[src/rtl/rect_drag_ctl.sv]
// Drag-and-drop position controller for the rectangle image.
// Follows the pointer while held; updates only on vblank rising edges.
module rect_drag_ctl #(
    parameter int RECT_W   = 48,
    parameter int RECT_H   = 64,
    parameter int SCREEN_W = 800,
    parameter int SCREEN_H = 600,
    parameter int X_INIT   = 0,
    parameter int Y_INIT   = 0
) (
    input  logic        pclk,
    input  logic        rst,
    input  logic        rect_clicked,
    input  logic        mouse_left,
    input  logic [11:0] xpos_mouse,
    input  logic [11:0] ypos_mouse,
    input  logic        vblnk_in,
    output logic [11:0] xpos_rect,
    output logic [11:0] ypos_rect,
    output logic        dragging
);

    localparam logic signed [12:0] X_LIM = 13'(SCREEN_W - RECT_W);
    localparam logic signed [12:0] Y_LIM = 13'(SCREEN_H - RECT_H);
    localparam logic [11:0]        X_RST = 12'(X_INIT);
    localparam logic [11:0]        Y_RST = 12'(Y_INIT);

    typedef enum logic {
        IDLE = 1'b0,
        DRAG = 1'b1
    } state_t;

    state_t             state;
    state_t             state_nxt;
    logic               vblnk_d;
    logic               tick;
    logic               load_off;
    logic               load_pos;
    logic signed [12:0] off_x;
    logic signed [12:0] off_y;
    logic signed [12:0] grab_x;
    logic signed [12:0] grab_y;
    logic signed [12:0] tx;
    logic signed [12:0] ty;
    logic [11:0]        x_clamp;
    logic [11:0]        y_clamp;

    // Saturate a signed target into [0, lim].
    function automatic logic [11:0] clamp(
        input logic signed [12:0] v,
        input logic signed [12:0] lim
    );
        if (v < 13'sd0) begin
            return 12'd0;
        end else if (v > lim) begin
            return lim[11:0];
        end else begin
            return v[11:0];
        end
    endfunction

    assign tick = vblnk_in & ~vblnk_d;

    // Grab offset and drag target arithmetic, all 13-bit signed.
    always_comb begin
        grab_x  = $signed({1'b0, xpos_mouse}) - $signed({1'b0, xpos_rect});
        grab_y  = $signed({1'b0, ypos_mouse}) - $signed({1'b0, ypos_rect});
        tx      = $signed({1'b0, xpos_mouse}) - off_x;
        ty      = $signed({1'b0, ypos_mouse}) - off_y;
        x_clamp = clamp(tx, X_LIM);
        y_clamp = clamp(ty, Y_LIM);
    end

    // Next-state logic; release beats a same-cycle frame tick.
    always_comb begin
        state_nxt = state;
        load_off  = 1'b0;
        load_pos  = 1'b0;
        unique case (state)
            IDLE: begin
                if (rect_clicked && mouse_left) begin
                    state_nxt = DRAG;
                    load_off  = 1'b1;
                end
            end
            DRAG: begin
                if (!mouse_left) begin
                    state_nxt = IDLE;
                end else if (tick) begin
                    load_pos = 1'b1;
                end
            end
            default: state_nxt = IDLE;
        endcase
    end

    // State register and drag flag.
    always_ff @(posedge pclk) begin
        if (rst) begin
            state    <= IDLE;
            dragging <= 1'b0;
        end else begin
            state    <= state_nxt;
            dragging <= (state_nxt == DRAG);
        end
    end

    // Vblank edge detector.
    always_ff @(posedge pclk) begin
        if (rst) begin
            vblnk_d <= 1'b0;
        end else begin
            vblnk_d <= vblnk_in;
        end
    end

    // Offsets are captured only when a drag starts.
    always_ff @(posedge pclk) begin
        if (rst) begin
            off_x <= '0;
            off_y <= '0;
        end else if (load_off) begin
            off_x <= grab_x;
            off_y <= grab_y;
        end
    end

    // Rectangle position, moved only on frame ticks while dragging.
    always_ff @(posedge pclk) begin
        if (rst) begin
            xpos_rect <= X_RST;
            ypos_rect <= Y_RST;
        end else if (load_pos) begin
            xpos_rect <= x_clamp;
            ypos_rect <= y_clamp;
        end
    end

endmodule

[config.mk]
export PLATFORM = sky130hd
export DESIGN_NAME = rect_drag_ctl
export DESIGN_NICKNAME = d
export VERILOG_FILES = /design/src/rtl/rect_drag_ctl.sv
export SDC_FILE = /design/constraint.sdc
export NUM_CORES = 1
export LEC_CHECK = 0
export ABC_AREA = 1
export ABC_CLOCK_PERIOD_IN_PS = 6200
export CELL_PAD_IN_SITES_DETAIL_PLACEMENT = 0
export CELL_PAD_IN_SITES_GLOBAL_PLACEMENT = 1
export CORE_MARGIN = 10
export CORE_UTILIZATION = 44
export DETAILED_ROUTE_END_ITERATION = 16
export PLACE_DENSITY_LB_ADDON = 0.15
export SYNTH_ARGS = -nofsm -noshare
export SYNTH_HDL_FRONTEND = slang
export SYNTH_SLANG_ARGS = --single-unit
[constraint.sdc]
create_clock -name pclk -period 6.2 [get_ports pclk]
set_input_delay 0.62 -clock pclk [delete_from_list [all_inputs] [get_ports pclk]]
set_output_delay 0.62 -clock pclk [all_outputs]
set_load 0.05 [all_outputs]
==> run summary <==
During synthesis, Yosys emitted a total of 0 warnings. The number of design-rule violations left by the first detailed-router iteration came out at 261. The areal power density over the cells came out at 173.7 mW/mm^2. The mean routed wirelength per cell is 13.79 um. The number of violations of the max-capacitance limit came out at 0.

The arrival time of the worst setup path is approximately 3100 ps. The number of enable flip-flop cells after synthesis is 0. Setup violations remaining at the end of the flow were counted as 0.

Counting instances in the post-synthesis netlist gives the leading cell types as inv_1 (153), nand2_1 (150), a21oi_1 (68). Setup repair after global routing left no endpoint under its margin. The maximum fanout along the worst path came out at 6. Walking the worst path, the cells encountered are clkdlybuf4s50_1, inv_1, ha_1, fa_1, inv_1, nand3_1, nand3_2, nand3_1, nand4_1, nand2_2, nor2_1, nand4_1, a21oi_1. The share of synthesized area in the top cell type comes to 22.55%.

The first-pass GRT wire length came out at 20.44 mm. Of the synthesized area, sequential elements account for 22.55%. The number of primary I/O pins came out at 54. Entering global routing, the biggest net connects 44 pins. dfxtp_1 takes more of the synthesized area than any other cell. The largest voltage drop on the vdd net is 0.1034 mV. The total overflow reported by the global router came out at 0. The number of antenna violations at the first check in global routing is 0. The die is 122.4 um tall. The clock slew at the register clock pins of the worst setup and hold paths is 100 ps. The die covers 0.01499 mm^2.

Across the whole layout, storage elements account for 0.001041 mm^2. The required arrival time at the worst endpoint came out at between 6000 and 7000 ps. The most common cell in the synthesized netlist is inv_1.

The detailed-route vias per instance is 4.963. Dividing the final minimum period by the clock period gives 45.99%. The insertion delay to the later sink of the worst-skew pair came out at 310 ps. The startpoint type of the worst setup path is a primary input.

The cell at the root of the clock tree is clkbuf_8. On the worst path, the slowest cell contributes a delay of 460 ps. In the synthesized netlist the dominant register cell turns out to be dfxtp_1.

The flop-to-flop setup slack came out at 3870 ps. The HPWL after detailed placement is 10.07 mm. The worst hold margin is 473.7 ps. The count of buffers added by post-CTS timing repair for setup came out at 0. The number of routed nets with antenna violations came out at 0.

The total DRC errors in the routed layout came out at 0. The via count of the first global-routing pass is 4,382. After synthesis, the netlist uses 40 different library cells.

The sum of negative setup slack is 0 ps. Of all flip-flops after synthesis, the portion carrying an async set or reset was 0%. The critical path ends at xpos_rect[3]$_SDFFE_PP0P_.

The number of buffers between clock root and the deepest sink is 2. The worst register-to-register path ends at xpos_rect[3]$_SDFFE_PP0P_. The startpoint identified for the worst register-to-register timing path is off_x[0]$_SDFFE_PP0P_. The final number of max-transition violations is 0. The net count of the mapped netlist came out at 796. TritonCTS created 5 clock buffers. The static leakage power came out at 0.002604 uW.

By area the synthesized netlist is led by dfxtp_1 (23%), ha_1 (13%), inv_1 (12%). The count of antenna diodes in the layout is 0. The starting density of the core came out at 44.92%.

The post-synthesis instance area is ~0.0046 mm^2. The count of instances resized after the clock tree is built came out at 0. The largest individual stage delay along the critical path comes from the cell clkdlybuf4s50_1. The path category of the worst min-delay check is reg -> reg.

Wires add up to 12.45 mm. The post-synthesis instance total is approximately 720. The detailed-routing iteration count for the pre-antenna-repair pass came out at 4.

Across every metal layer, demand over resource in global routing totals 16.76%. The most critical setup path has its startpoint at xpos_mouse[0]. The worst path in the final design needs a cycle of ~2900 ps, including I/O delays and setup. The worst clock skew is about 7 ps. The CTS tree is done. The final number of hold-violating endpoints is 0. The worst setup path is captured at a flop. Measured in cells, the most critical reg-to-reg path has a length of 11. The hold buffer count at CTS came out at 0. The number of fillers in the final layout is 1,072. The growth of design area from synthesis to finish is 16.26%. The share of cells above drive strength 1 is ~5%. The final layout contains 847 nets. The synthesized design contains 52 register bits. The combined area of the multi-input logic cells came out at 0.002898 mm^2. The tightest slew margin relative to the limit is between 50% and 60%. The width of the die came out at between 100 and 150 um. At the pin with the least slew margin, the transition time is 605.2 ps. The core area came out at between 0.01 and 0.015 mm^2.

The number of sinks on the clock net came out at 52. The number of vias after detailed routing is 4,482. The number of port buffers is between 50 and 60. The flow ran to the end, and the final reports show no timing, DRC or antenna violations. The H-tree depth came out at 2. The floorplan has 37 rows. The synthesized area per cell came out at 6.457 um^2. The setup path with the least slack is of type in -> reg. The final estimated routing congestion in global placement is roughly 0.86. The peak clock frequency supported by timing is between 300 and 400 MHz.
==> metal layers <==
metal | part of all wire [%] | vias to the layer above | track usage, %
met2 | 50 | 68 | 31.66
met1 | 44 | 2016 | 18.92
met5 | 0 | - | 0
met3 | 3.5 | 14 | 2.433
li1 | - | 2384 | -
met4 | 1.7 | 0 | 5.007
==> logic make-up after synthesis <==
| kind of cell | count (synthesis) | share of synthesized area, % |
|---|---|---|
| AO/OA/AOI/OAI | 129 | 15.07 |
| XOR/XNOR | 23 | 4.363 |
| adder cells (fa/ha/maj) | 52 | 14.74 |
| buffers and inverters | 170 | 14.69 |
| flip-flops | 52 | 22.55 |
| AND/OR/NAND/NOR | 289 | 28.59 |
==> power by group <==
part	leakage, uW	internal, uW	switching (uW)
clock network	0.0000455	91.5	115
registers	0.000424	348	6.58
logic	0.00213	136	235
==> registers in the layout, indices dropped and copies added, names as in the netlist <==
signal / count
off_x: 13
state: 1
vblnk_d: 1
off_y: 13
ypos_rect: 12
xpos_rect: 12
==> layout by cell type, fill, tap and decap left out, types with 11 or more instances in the layout <==
cell / n
nor3_1: 11
dfxtp_1: 52
nand3_1: 49
clkdlybuf4s50_1: 53
nand2_1: 150
ha_1: 48
inv_1: 153
xor2_1: 19
a21oi_1: 68
o21ai_0: 40
nand2_2: 12
nor2_1: 36
nand4_1: 16
==> critical path, delay by kind of cell <==
family,cells,cell delay (ps)
compound gates,1,150
fa+ha+maj,2,650
buf+inv,3,640
simple gates,7,1040
==> worst min-delay path by stage <==
stage                     slack, ps                  startpoint                          to  cells past startpoint
after CTS                       480  xpos_rect[11]$_SDFFE_PP0P_  xpos_rect[11]$_SDFFE_PP0P_                      2
after detailed placement        460  xpos_rect[11]$_SDFFE_PP0P_  xpos_rect[11]$_SDFFE_PP0P_                      2
after global placement          450  xpos_rect[10]$_SDFFE_PP0P_  xpos_rect[10]$_SDFFE_PP0P_                      2
after global routing            500  xpos_rect[10]$_SDFFE_PP0P_  xpos_rect[10]$_SDFFE_PP0P_                      2
after floorplan                 460      off_x[12]$_SDFFE_PP0P_      off_x[12]$_SDFFE_PP0P_                      2
final                           470  ypos_rect[11]$_SDFFE_PP0P_  ypos_rect[11]$_SDFFE_PP0P_                      2
==> cell type report <==
| type | count | area share [%] |
|---|---|---|
| well taps | 136 | 3.170 |
| clock buffers | 8 | 1.678 |
| multi-input cells | 493 | 53.99 |
| inverters | 159 | 11.61 |
| flip-flops and latches | 52 | 19.39 |
| repair buffers | 55 | 10.16 |
==> stage by stage <==
stage	total power, uW	cells	utilization [%]	setup slack [ps]	instance area, um^2
floorplan	638.4	715	-	3840	4617
finish	932.5	903	52.23	3349	5368
detailed placement	733.0	895	51.35	3024	5278
global placement	729.2	895	51.35	3097	5278
global route	1002	903	52.23	3183	5368
CTS	943.0	903	52.23	3347	5368
Note: power is estimated with default switching activity, not from simulation.
